$ cat src/rtl/fib_pkg.sv
// Shared widths and controller state encoding for the Fibonacci request controller.
package fib_pkg;

    localparam int N_W = 4;
    localparam int F_W = 10;

    typedef enum logic [1:0] {
        IDLE  = 2'd0,
        ISSUE = 2'd1,
        WAIT  = 2'd2,
        RESP  = 2'd3
    } state_t;

endpackage

$ cat src/rtl/fib_ctrl_wdog.sv
// WAIT-state watchdog: counts enabled cycles and flags expiry on the TIMEOUT-th one.
// Only compiled when FIB_CTRL_TIMEOUT_EN is defined.
`ifdef FIB_CTRL_TIMEOUT_EN
module fib_ctrl_wdog #(
    parameter int TIMEOUT = 32
) (
    input  logic clk,
    input  logic rst,
    input  logic clr,
    input  logic en,
    output logic expire
);

    localparam int CW = $clog2(TIMEOUT + 1);

    logic [CW-1:0] cnt_q, cnt_d;

    always_comb begin
        cnt_d = cnt_q;
        if (clr) begin
            cnt_d = '0;
        end else if (en) begin
            cnt_d = cnt_q + CW'(1);
        end
    end

    // Combinational so the controller leaves WAIT right after the last counted cycle.
    assign expire = en && !clr && (cnt_q == CW'(TIMEOUT - 1));

    always_ff @(posedge clk) begin
        if (rst) begin
            cnt_q <= '0;
        end else begin
            cnt_q <= cnt_d;
        end
    end

endmodule
`endif

$ cat src/rtl/fib_ctrl.sv
// Request/response front end driving a multi-cycle Fibonacci engine (rsp_f = F(n+1)).
// Defining FIB_CTRL_TIMEOUT_EN adds a WAIT watchdog that returns rsp_err=1 on expiry.
module fib_ctrl
    import fib_pkg::*;
#(
    parameter int TIMEOUT = 32
) (
    input  logic           clk,
    input  logic           rst,
    input  logic           req_valid,
    output logic           req_ready,
    input  logic [N_W-1:0] req_n,
    output logic           rsp_valid,
    input  logic           rsp_ready,
    output logic [F_W-1:0] rsp_f,
    output logic [N_W-1:0] rsp_n,
    output logic           rsp_err,
    input  logic           pause_in,
    output logic           fib_start,
    output logic           fib_pause,
    output logic [N_W-1:0] fib_n,
    input  logic           fib_busy,
    input  logic           fib_done,
    input  logic [F_W-1:0] fib_f,
    output logic [1:0]     state_dbg
);

    // Both handshakes: a transfer happens on a rising clk edge where valid && ready;
    // valid never depends combinationally on ready, and payload holds while valid && !ready.

    if (TIMEOUT < 1) begin : g_bad_timeout
        $error("fib_ctrl: TIMEOUT must be at least 1");
    end

    state_t         state_q, state_d;
    logic [N_W-1:0] n_q, n_d;
    logic [F_W-1:0] rsp_f_q, rsp_f_d;
    logic [N_W-1:0] rsp_n_q, rsp_n_d;

`ifdef FIB_CTRL_TIMEOUT_EN
    logic rsp_err_q, rsp_err_d;
    logic wd_clr, wd_en, wd_expire;

    fib_ctrl_wdog #(.TIMEOUT(TIMEOUT)) u_wdog (
        .clk    (clk),
        .rst    (rst),
        .clr    (wd_clr),
        .en     (wd_en),
        .expire (wd_expire)
    );
`endif

    always_comb begin
        state_d   = state_q;
        n_d       = n_q;
        rsp_f_d   = rsp_f_q;
        rsp_n_d   = rsp_n_q;
        req_ready = 1'b0;
        fib_start = 1'b0;
        rsp_valid = 1'b0;
`ifdef FIB_CTRL_TIMEOUT_EN
        rsp_err_d = rsp_err_q;
        wd_clr    = 1'b1;
        wd_en     = 1'b0;
`endif
        case (state_q)
            IDLE: begin
                req_ready = 1'b1;
                if (req_valid) begin
                    n_d     = req_n;
                    state_d = ISSUE;
                end
            end
            ISSUE: begin
                // The engine has no reset, so a start must wait out any leftover run.
                fib_start = !fib_busy;
                if (!fib_busy && !pause_in) begin
                    state_d = WAIT;
                end
            end
            WAIT: begin
`ifdef FIB_CTRL_TIMEOUT_EN
                wd_clr = 1'b0;
                wd_en  = !pause_in;
`endif
                if (fib_done) begin
                    rsp_f_d = fib_f;
                    rsp_n_d = n_q;
`ifdef FIB_CTRL_TIMEOUT_EN
                    rsp_err_d = 1'b0;
`endif
                    state_d = RESP;
                end
`ifdef FIB_CTRL_TIMEOUT_EN
                else if (wd_expire) begin
                    rsp_f_d   = '0;
                    rsp_n_d   = n_q;
                    rsp_err_d = 1'b1;
                    state_d   = RESP;
                end
`endif
            end
            RESP: begin
                rsp_valid = 1'b1;
                if (rsp_ready) begin
                    state_d = IDLE;
                end
            end
            default: state_d = IDLE;
        endcase
    end

    always_ff @(posedge clk) begin
        if (rst) begin
            state_q <= IDLE;
            n_q     <= '0;
            rsp_f_q <= '0;
            rsp_n_q <= '0;
`ifdef FIB_CTRL_TIMEOUT_EN
            rsp_err_q <= 1'b0;
`endif
        end else begin
            state_q <= state_d;
            n_q     <= n_d;
            rsp_f_q <= rsp_f_d;
            rsp_n_q <= rsp_n_d;
`ifdef FIB_CTRL_TIMEOUT_EN
            rsp_err_q <= rsp_err_d;
`endif
        end
    end

    assign fib_pause = pause_in;
    assign fib_n     = n_q;
    assign rsp_f     = rsp_f_q;
    assign rsp_n     = rsp_n_q;
    assign state_dbg = state_q;
`ifdef FIB_CTRL_TIMEOUT_EN
    assign rsp_err   = rsp_err_q;
`else
    assign rsp_err   = 1'b0;
`endif

`ifdef FORMAL
    always @(posedge clk) begin
        if (!rst && !$past(rst)) begin
            if ($past(rsp_valid && !rsp_ready)) begin
                assert (rsp_f == $past(rsp_f) && rsp_n == $past(rsp_n) && rsp_err == $past(rsp_err));
            end
            if ($past(fib_busy) && fib_busy && $past(state_q) != IDLE) begin
                assert (fib_n == $past(fib_n));
            end
        end
        assert (!(fib_start && fib_busy));
        assert (!req_ready || state_q == IDLE);
    end
`endif

endmodule

$ cat config.mk
export PLATFORM = sky130hd
export DESIGN_NAME = fib_ctrl
export DESIGN_NICKNAME = d
export VERILOG_FILES = /design/src/rtl/fib_pkg.sv /design/src/rtl/fib_ctrl_wdog.sv /design/src/rtl/fib_ctrl.sv
export SDC_FILE = /design/constraint.sdc
export NUM_CORES = 1
export LEC_CHECK = 0
export ABC_CLOCK_PERIOD_IN_PS = 1200
export BUFFER_PORTS_ARGS = -buffer_cell sky130_fd_sc_hd__buf_2
export CORE_ASPECT_RATIO = 1.4
export CORE_MARGIN = 4
export CORE_UTILIZATION = 29
export DETAILED_ROUTE_END_ITERATION = 8
export SYNTH_ARGS = -nofsm -noshare
export SYNTH_HDL_FRONTEND = slang
export SYNTH_HIERARCHICAL = 1
export SYNTH_SLANG_ARGS = --single-unit
$ cat constraint.sdc
create_clock -name clk -period 1.2 [get_ports clk]
set_clock_uncertainty 0.05 [all_clocks]
set_input_delay 0.18 -clock clk [delete_from_list [all_inputs] [get_ports clk]]
set_output_delay 0.18 -clock clk [all_outputs]
set_load 0.03 [all_outputs]
==> impl_metrics.env, run 1 <==
export IMPL_syn_inst=103
export IMPL_cp_start_kind="flop"
export IMPL_grt_pass1_vias=813
export IMPL_violations="setup timing"
export IMPL_die_w_um=54.0
export IMPL_max_vdd_ir_drop_mv=1.45
export IMPL_start_util_pct=30.1
export IMPL_cts_max_level=1
export IMPL_finalCriticalPeriod_ns=1.32
export IMPL_required_ns=0.97
export IMPL_regToRegStartpoint="state_dbg[0]$_SDFFE_PP0P_"
export IMPL_fillCellCount=289
export IMPL_synth_area_per_cell_um2=8.33
export IMPL_ys_ff_latch=20
export IMPL_gp_congestion=0.728
export IMPL_r2r_end="state_dbg[1]$_SDFFE_PP0P_"
export IMPL_clk_latency_ns=0.25
export IMPL_dp_hpwl_um=1650
export IMPL_wire_per_inst_um=13.2
export IMPL_ios=46
export IMPL_tns_ns=-0.647
export IMPL_drc=0
export IMPL_crit_path_start="state_dbg[0]$_SDFFE_PP0P_"
export IMPL_ant_nets=0
export IMPL_powerDensity_mw_per_mm2=2170
export IMPL_design_die_area_mm2=0.00391
export IMPL_ys_warn_count=6
export IMPL_cp_arrival_ns=1.09
export IMPL_drt_iter0_drc=21
export IMPL_antenna_found_initial=0
export IMPL_crit_path_end="req_ready"
export IMPL_vias_per_cell=4.70
export IMPL_seq_area_frac_synth_pct=46.6
export IMPL_overflow=0
export IMPL_clock_path_buffers=2
export IMPL_outcome="complete, but fails checks"
export IMPL_grt_pass1_wl_um=3770
export IMPL_drt_pass1_iter_count=4
export IMPL_vias=912
export IMPL_fmax_ghz=0.757
export IMPL_synth_distinct_cells=18
export IMPL_die_h_um=72.4
export IMPL_pre_cts_ws_ns=-0.0576
export IMPL_hold_viol_final=0
export IMPL_io_buffers=44
export IMPL_num_rows=23
export IMPL_critical_path_class="flop to output pin"
export IMPL_track_usage_pct=12.7
export IMPL_drive_gt1_share_pct=68.2
export IMPL_setup_slack_ns=-0.121
export IMPL_core_mm2=0.00285
export IMPL_setup_viol=15
export IMPL_routed_wl_um=2560
export IMPL_n_antenna_cell=0
export IMPL_area_delta_synth_final_pct=72.6
export IMPL_min_period_over_period_pct=110
export IMPL_end_kind="output pin"
export IMPL_max_cap_violations=0
export IMPL_cts_sinks=20
export IMPL_clock_root_buffer="clkbuf_8"
export IMPL_fin_nets=184
export IMPL_leakage_nw=0.633
export IMPL_cts_tree="built"
export IMPL_grt_max_degree=17
export IMPL_crit_fanout=3
export IMPL_drv_slew=0
export IMPL_ff2ff_path_depth=5
export IMPL_hp_class="input port to flop"
export IMPL_reg2reg_slack_ns=-0.09
export IMPL_syn_nets=129
export IMPL_cts_reportedPaths_clkPinSlew_ns=0.08
export IMPL_rsz0062_at_grt="yes"
export IMPL_cts_buffers=3
export IMPL_syn_cell_area_um2=858
-- cell usage after synthesis --
library cell | number | area, um^2
mux2i_1 | 1 | 10.0
nor2_1 | 1 | 3.75
nand2b_1 | 5 | 31.3
and2_4 | 1 | 8.76
buf_2 | 3 | 15.0
nor2b_1 | 1 | 6.26
a21oi_1 | 18 | 90.1
nand2_1 | 34 | 128
dfxtp_1 | 20 | 400
nand3_1 | 4 | 20.0
buf_4 | 3 | 22.5
conb_1 | 1 | 3.75
a41oi_1 | 1 | 8.76
o21ai_4 | 1 | 16.3
and4_4 | 1 | 11.3
a211oi_2 | 1 | 12.5
inv_1 | 2 | 7.51
ha_1 | 5 | 62.6
-- metal layers --
layer	up-vias	share of wire (%)	global-route usage (%)
met2	45	46	19.7
met5	-	0	0
met4	0	0.74	4.16
li1	445	-	-
met3	4	9.7	3.29
met1	418	43	16.8
-- cell families after synthesis --
logic type,Yosys count,synth area share [%]
AOI/OAI and AO/OA,21,14.9
and+or+nand+nor,47,24.3
buffers and inverters,8,5.25
other,1,0.437
muxes,1,1.17
adders and majority gates,5,7.29
DFF,20,46.6
-- sequential cells by signal, indices dropped and copies added (netlist names) --
signal and flops:
rsp_f 10, fib_n 4, rsp_n 4, state_dbg 2
-- repair_timing --
| item | 4_1_cts | 5_1_grt |
|---|---|---|
| hold buffers | 0 | 0 |
| setup endpoints to repair | 20 | 23 |
| buffers inserted | 4 | 3 |
| cloned | 1 | 0 |
| resized for setup | 19 | 34 |
| pin swaps | 6 | 14 |
-- how the worst min path moves through the flow --
stage	startpoint	end	slack, ns	depth (start not counted)
floorplan	fib_f[0]	rsp_f[0]$_SDFFE_PP0P_	0.27	2
global placement	fib_f[3]	rsp_f[3]$_SDFFE_PP0P_	0.37	3
detailed placement	fib_f[4]	rsp_f[4]$_SDFFE_PP0P_	0.38	3
CTS	fib_f[4]	rsp_f[4]$_SDFFE_PP0P_	0.10	3
global route	fib_f[7]	rsp_f[7]$_SDFFE_PP0P_	0.10	3
finish	fib_f[9]	rsp_f[9]$_SDFFE_PP0P_	0.10	3
-- power breakdown --
group	switching [mW]	internal, mW	total (mW)	leakage, nW
combinational	0.941	0.806	1.75	0.435
clock	0.226	0.361	0.587	0.0339
sequential	0.0984	0.785	0.883	0.164
total	1.27	1.95	3.22	0.633
-- cells in the final DEF, fill, tap and decap left out, types with 2 or more instances in the layout --
| cell | instances |
|---|---|
| buf_2 | 39 |
| nand2_1 | 18 |
| dfxtp_1 | 18 |
| a21oi_2 | 16 |
| nand2_2 | 14 |
| buf_4 | 9 |
| buf_6 | 7 |
| nand3_1 | 4 |
| ha_4 | 4 |
| nand2b_1 | 3 |
| clkbuf_8 | 3 |
| and2_4 | 2 |
| nand2_4 | 2 |
| nand2b_4 | 2 |
| a21oi_1 | 2 |
| dfxtp_4 | 2 |
-- through the flow --
step           instance area, um^2  utilization, %  power [mW]  hold WS, ns  instances
2_1_floorplan                  906               -        1.78        0.266        103
3_3_place_gp                  1160            40.8        2.08        0.375        182
3_5_place_dp                  1160            40.8        2.08        0.378        182
4_1_cts                       1350            47.3        3.02        0.102        191
5_1_grt                       1480            52.0        3.40        0.104        194
6_report                      1480            52.0        3.22        0.102        194
-- area by class of cell --
| cell class | count | area [um^2] | area share [%] |
|---|---|---|---|
| Inverter | 2 | 15.0 | 1.01 |
| Timing Repair Buffer | 55 | 342 | 23.1 |
| Clock buffer | 4 | 66.3 | 4.48 |
| Sequential cell | 20 | 408 | 27.5 |
| Multi-Input combinational cell | 76 | 604 | 40.8 |
| Tap cell | 37 | 46.3 | 3.13 |
-- worst max-delay path: stages (launching register included) --
cell	delay, ns
dfxtp_4	0.39
inv_4	0.05
ha_4	0.16
buf_6	0.11
buf_6	0.13
Power figures use the tool's default switching activity.
==> inputs of run 2 (changes only) <==
Settings changed: BUFFER_PORTS_ARGS -buffer_cell sky130_fd_sc_hd__buf_2 to default, DONT_BUFFER_PORTS from default to 1.
==> run 2 against run 1 <==
  * Global-route usage down 0.15 points
  * Largest cell class unchanged
  * Critical path type unchanged
  * Critical path depth unchanged
  * The run still ends with setup timing left
  * Worst hold slack worse by 0.093 ns
  * Cell area decreased by 12%
  * Die area did not move
  * Sequential share of layout area is 3.7 points higher
  * Largest power group unchanged
==> impl_metrics.env, run 2 (synthesis gave the netlist of run 1 again) <==
export IMPL_antenna_found_initial=0
export IMPL_drv_slew=0
export IMPL_finalCriticalPeriod_ns=1.30
export IMPL_leakage_nw=0.477
export IMPL_vias_per_cell=4.81
export IMPL_tightest_slew_ns=0.904
export IMPL_fillCellCount=278
export IMPL_clock_path_buffers=2
export IMPL_final_common_cell="nand2_1"
export IMPL_drt_iter0_drc=19
export IMPL_design_die_area_mm2=0.00391
export IMPL_tns_ns=-0.441
export IMPL_min_period_over_period_pct=108
export IMPL_powerDensity_mw_per_mm2=2290
export IMPL_fin_area_mm2=0.00131
export IMPL_overflow=0
export IMPL_cp_arrival_ns=1.07
export IMPL_io_buffers=0
export IMPL_finish_utilization_pct=45.8
export IMPL_crit_fanout=3
export IMPL_setup_viol=10
export IMPL_max_vdd_ir_drop_mv=1.50
export IMPL_ios=46
export IMPL_cts_buffers=3
export IMPL_cts_max_level=1
export IMPL_placed_area_mm2=0.00101
export IMPL_grt_pass1_wl_um=3550
export IMPL_n_antenna_cell=0
export IMPL_max_cap_violations=0
export IMPL_start_util_pct=30.1
export IMPL_rsz0062_at_grt="yes"
export IMPL_die_w_um=54.0
export IMPL_pre_cts_ws_ns=-0.0657
export IMPL_drc=0
export IMPL_outcome="complete, but fails checks"
export IMPL_hp_class="input port to flop"
export IMPL_area_delta_synth_final_pct=52.0
export IMPL_required_ns=0.97
export IMPL_track_usage_pct=12.5
export IMPL_critical_path_class="flop to output pin"
export IMPL_gp_congestion=0.701
export IMPL_largest_reg_flops=10
export IMPL_setup_slack_ns=-0.0997
export IMPL_cts_reportedPaths_clkPinSlew_ns=0.07
export IMPL_slew_headroom_pct=39.7
export IMPL_routed_wl_um=2400
export IMPL_die_h_um=72.4
export IMPL_dp_cells=147
export IMPL_num_rows=23
export IMPL_drive_gt1_share_pct=41.6
export IMPL_drt_pass1_iter_count=4
export IMPL_hold_viol_final=0
export IMPL_fmax_ghz=0.769
export IMPL_fin_nets=152
export IMPL_cts_tree="built"
export IMPL_grt_pass1_vias=788
export IMPL_clock_root_buffer="clkbuf_8"
export IMPL_clk_latency_ns=0.25
export IMPL_vias=779
export IMPL_end_kind="output pin"
export IMPL_wire_per_inst_um=14.8
export IMPL_cp_start_kind="flop"
export IMPL_grt_max_degree=20
export IMPL_final_cells=162
export IMPL_core_mm2=0.00285
export IMPL_dp_hpwl_um=1670
export IMPL_cts_sinks=20
export IMPL_ant_nets=0
export IMPL_final_cell_mix="29 x nand2_1, 18 x dfxtp_1, 12 x buf_4"
export IMPL_violations="setup timing"
==> run 2: changes by cell type in the layout (fill, tap and decap cells not counted), sizes merged <==
cell,previous run,this run
dlygate4sd3,0,5
dlymetal6s4s,0,1
buf,55,17
==> run 2: critical path: stages, from the launching register on <==
cell and delay, ns:
dfxtp_4 0.36, inv_4 0.07, ha_4 0.13, nor2b_4 0.13, buf_6 0.13
==> run 2: timing repair <==
item	4_1_cts	5_1_grt
endpoints found under the setup margin	18	23
gates resized for setup	11	19
setup buffers	4	0
hold endpoints to repair	19	1
pin swaps	5	8
cloned	1	0
hold buffers	5	1
==> run 2: final timing paths <==
path	startpoint	to	slack, ns	depth (start not counted)
worst max register to register	state_dbg[1]$_SDFFE_PP0P_	state_dbg[1]$_SDFFE_PP0P_	-0.08	6
worst min register to register	rsp_n[0]$_SDFFE_PP0P_	rsp_n[0]$_SDFFE_PP0P_	0.42	2
worst max-delay path	state_dbg[1]$_SDFFE_PP0P_	fib_start	-0.1	4
worst min-delay path	fib_f[4]	rsp_f[4]$_SDFFE_PP0P_	0.01	2
==> run 2: layer usage <==
metal / wire [um] / part of all wire (%) / up-vias / track usage [%]
met3: 281 / 12 / 4 / 3.49
met5: 0 / 0 / - / 0
met1: 896 / 37 / 346 / 12.4
li1: - / - / 381 / -
met2: 1190 / 49 / 48 / 22.0
met4: 39 / 1.6 / 0 / 7.76
==> run 2: where the power goes <==
group	total, mW	switching (mW)	internal [mW]
Clock	0.584	0.223	0.361
Combinational	1.43	0.770	0.661
Sequential	0.976	0.191	0.785
==> run 2: final cells by class <==
cell class                 count  area, um^2  area share [%]
timing repair buffer          23         209            16.0
sequential                    20         408            31.3
multi-input combinational     76         563            43.1
tap                           37        46.3            3.55
inverter                       2        12.5           0.959
clock buffer                   4        66.3            5.08
==> run 2: metrics by stage <==
stage,power (mW),hold slack (ns)
2_1_floorplan,1.78,0.266
3_3_place_gp,2.00,0.195
3_5_place_dp,2.03,0.197
4_1_cts,2.89,0.00161
5_1_grt,3.16,0.0110
6_report,2.99,0.00952
==> inputs of run 3 (changes only) <==
Settings changed: ABC_AREA from default to 1.
==> run 3 against run 2 <==
  * The flow still finishes with violations (setup timing)
  * Sequential share of layout area down 1.5 points
  * Worst hold slack better by 0.0066 ns
  * Worst setup slack improved by 0.015 ns
  * Clock-buffer cell count unchanged
  * Cell area is 5.0% higher
  * Largest power group unchanged
==> impl_metrics.env, run 3 <==
export IMPL_cts_max_level=1
export IMPL_cpLargestDelayFamily="flip-flops"
export IMPL_clk_latency_ns=0.25
export IMPL_reg2reg_slack_ns=-0.05
export IMPL_crit_slowest_cell="dfxtp_4"
export IMPL_power_total_mw=3.33
export IMPL_max_vdd_ir_drop_mv=1.26
export IMPL_syn_nets=143
export IMPL_drv_slew=0
export IMPL_ys_flop_type="dfxtp_1"
export IMPL_drt_pass1_iter_count=2
export IMPL_grt_max_degree=21
export IMPL_drt_iter0_drc=3
export IMPL_design_die_area_mm2=0.00404
export IMPL_violations="setup timing"
export IMPL_syn_cell_area_um2=891
export IMPL_critical_path_class="flop to output pin"
export IMPL_synth_most_common_cell="nor2_1"
export IMPL_crit_fanout=3
export IMPL_final_common_cell="nor2_1"
export IMPL_required_ns=0.97
export IMPL_ys_ff_latch=20
export IMPL_gp_congestion=0.698
export IMPL_antenna_found_initial=0
export IMPL_synth_area_per_cell_um2=7.61
export IMPL_regArea_um2=408
export IMPL_overflow=0
export IMPL_multi_input_area_um2=604
export IMPL_cts_reportedPaths_clkPinSlew_ns=0.07
export IMPL_io_buffers=0
export IMPL_n_antenna_cell=0
export IMPL_die_h_um=73.6
export IMPL_slew_headroom_pct=51.9
export IMPL_clock_path_buffers=2
export IMPL_vias=797
export IMPL_ys_warn_count=6
export IMPL_routed_wl_um=2290
export IMPL_dp_hpwl_um=1620
export IMPL_fmax_ghz=0.778
export IMPL_num_rows=23
export IMPL_setup_viol=15
export IMPL_final_cell_mix="35 x nor2_1, 18 x dfxtp_1, 13 x o21ai_2"
export IMPL_clock_root_buffer="clkbuf_8"
export IMPL_fin_nets=163
export IMPL_synth_edff_count=0
export IMPL_cts_buffers=3
export IMPL_core_mm2=0.00291
export IMPL_min_period_over_period_pct=107
export IMPL_die_w_um=54.8
export IMPL_cp_arrival_ns=1.06
export IMPL_track_usage_pct=11.2
export IMPL_max_cap_violations=0
export IMPL_ant_nets=0
export IMPL_drive_gt1_share_pct=47.1
export IMPL_dp_cells=156
export IMPL_synth_area_leaders="dfxtp_1 45%, nor2_1 18%, ha_1 7.0%"
export IMPL_cp_start_kind="flop"
export IMPL_yosys_area_top_type="dfxtp_1"
export IMPL_fin_hold_ws_ns=0.0161
export IMPL_synth_distinct_cells=18
export IMPL_start_util_pct=30.7
export IMPL_outcome="complete, but fails checks"
export IMPL_grt_pass1_wl_um=3260
export IMPL_path_buf_inv=2
export IMPL_cts_tree="built"
export IMPL_synth_top_cell_area_share_pct=44.9
export IMPL_setup_slack_ns=-0.0852
export IMPL_seq_area_frac_synth_pct=44.9
export IMPL_tns_ns=-0.510
export IMPL_largest_reg_flops=10
export IMPL_cts_sinks=20
export IMPL_area_delta_synth_final_pct=53.8
export IMPL_synthArstFlopShare_pct=0
export IMPL_leakage_nw=0.565
export IMPL_powerDensity_mw_per_mm2=2430
export IMPL_rsz0062_at_grt="yes"
export IMPL_grt_pass1_vias=741
export IMPL_hold_viol_final=0
export IMPL_vias_per_cell=4.61
export IMPL_cpPeakStageDelay_ns=0.38
export IMPL_finalCriticalPeriod_ns=1.29
export IMPL_final_cells=173
export IMPL_ios=46
export IMPL_tightest_slew_ns=0.720
export IMPL_hp_class="input port to flop"
export IMPL_drc=0
export IMPL_path_cells="buf_12 -> ha_4 -> buf_6"
export IMPL_end_kind="output pin"
export IMPL_syn_inst=117
export IMPL_fillCellCount=283
export IMPL_wire_per_inst_um=13.2
export IMPL_synthTopCellsByCount="43 x nor2_1, 20 x dfxtp_1, 11 x o21ai_1, 9 x inv_1, 8 x o21ai_0"
==> run 3: path summary, 6_finish.rpt <==
kind,cells past startpoint,end,startpoint
hold / removal,2,rsp_f[5]$_SDFFE_PP0P_,fib_f[5]
hold reg to reg,2,fib_n[1]$_SDFFE_PP0P_,fib_n[1]$_SDFFE_PP0P_
setup reg to reg,7,state_dbg[0]$_SDFFE_PP0P_,state_dbg[1]$_SDFFE_PP0P_
setup / recovery,3,rsp_valid,state_dbg[0]$_SDFFE_PP0P_
==> run 3: where the power goes <==
| group | switching (mW) | internal [mW] |
|---|---|---|
| combinational | 0.832 | 0.703 |
| sequential | 0.369 | 0.842 |
| clock | 0.222 | 0.361 |
| total | 1.42 | 1.91 |
==> run 3: per-stage QoR <==
step	worst slack (ns)	util [%]	area [um^2]
global route	-0.135	47.1	1370
global placement	-0.00676	34.3	996
CTS	-0.108	39.9	1160
floorplan	-0.0100	-	946
detailed placement	-0.0203	34.3	996
finish	-0.0852	47.1	1370
==> run 3: area by class of cell <==
cell class              instances  share of cell area [%]
multi-input cells              83                    44.1
repair buffers                 18                    13.1
repair inverters                1                   0.639
flip-flops and latches         20                    29.8
clock buffers                   4                    4.84
inverters                      10                    4.20
well taps                      37                    3.38
==> run 3: kinds of logic after synthesis <==
family	count (synthesis)	synth area share, %
other	1	0.421
buffers and inverters	16	11.1
and+or+nand+nor	55	24.9
DFF	20	44.9
AOI/OAI and AO/OA	20	11.7
adders and majority gates	5	7.02
==> run 3: timing repair <==
action	4_1_cts	5_1_grt
setup endpoints to repair	8	20
gates cloned	1	2
endpoints found under the hold margin	0	2
hold buffers	0	2
setup buffers	5	3
pin swaps	3	6
gates resized for setup	8	42
==> run 3: routing by layer <==
layer  GRT usage (%)  part of all wire (%)  vias to the layer above  wire length [um]
met2            19.1                    51                       34              1160
met5               0                     0                        -                 0
li1                -                     -                      399                 -
met4            4.99                  0.35                        0                 8
met3            3.25                    10                        2               228
met1            12.3                    39                      362               891
==> run 3: worst reg2reg max path, stage by stage (launching register included) <==
cell and delay, ns:
dfxtp_4 0.36, buf_6 0.13, ha_4 0.20, buf_4 0.14, nor2_2 0.08, nand3_1 0.08, nand2_1 0.06, nor2_1 0.05
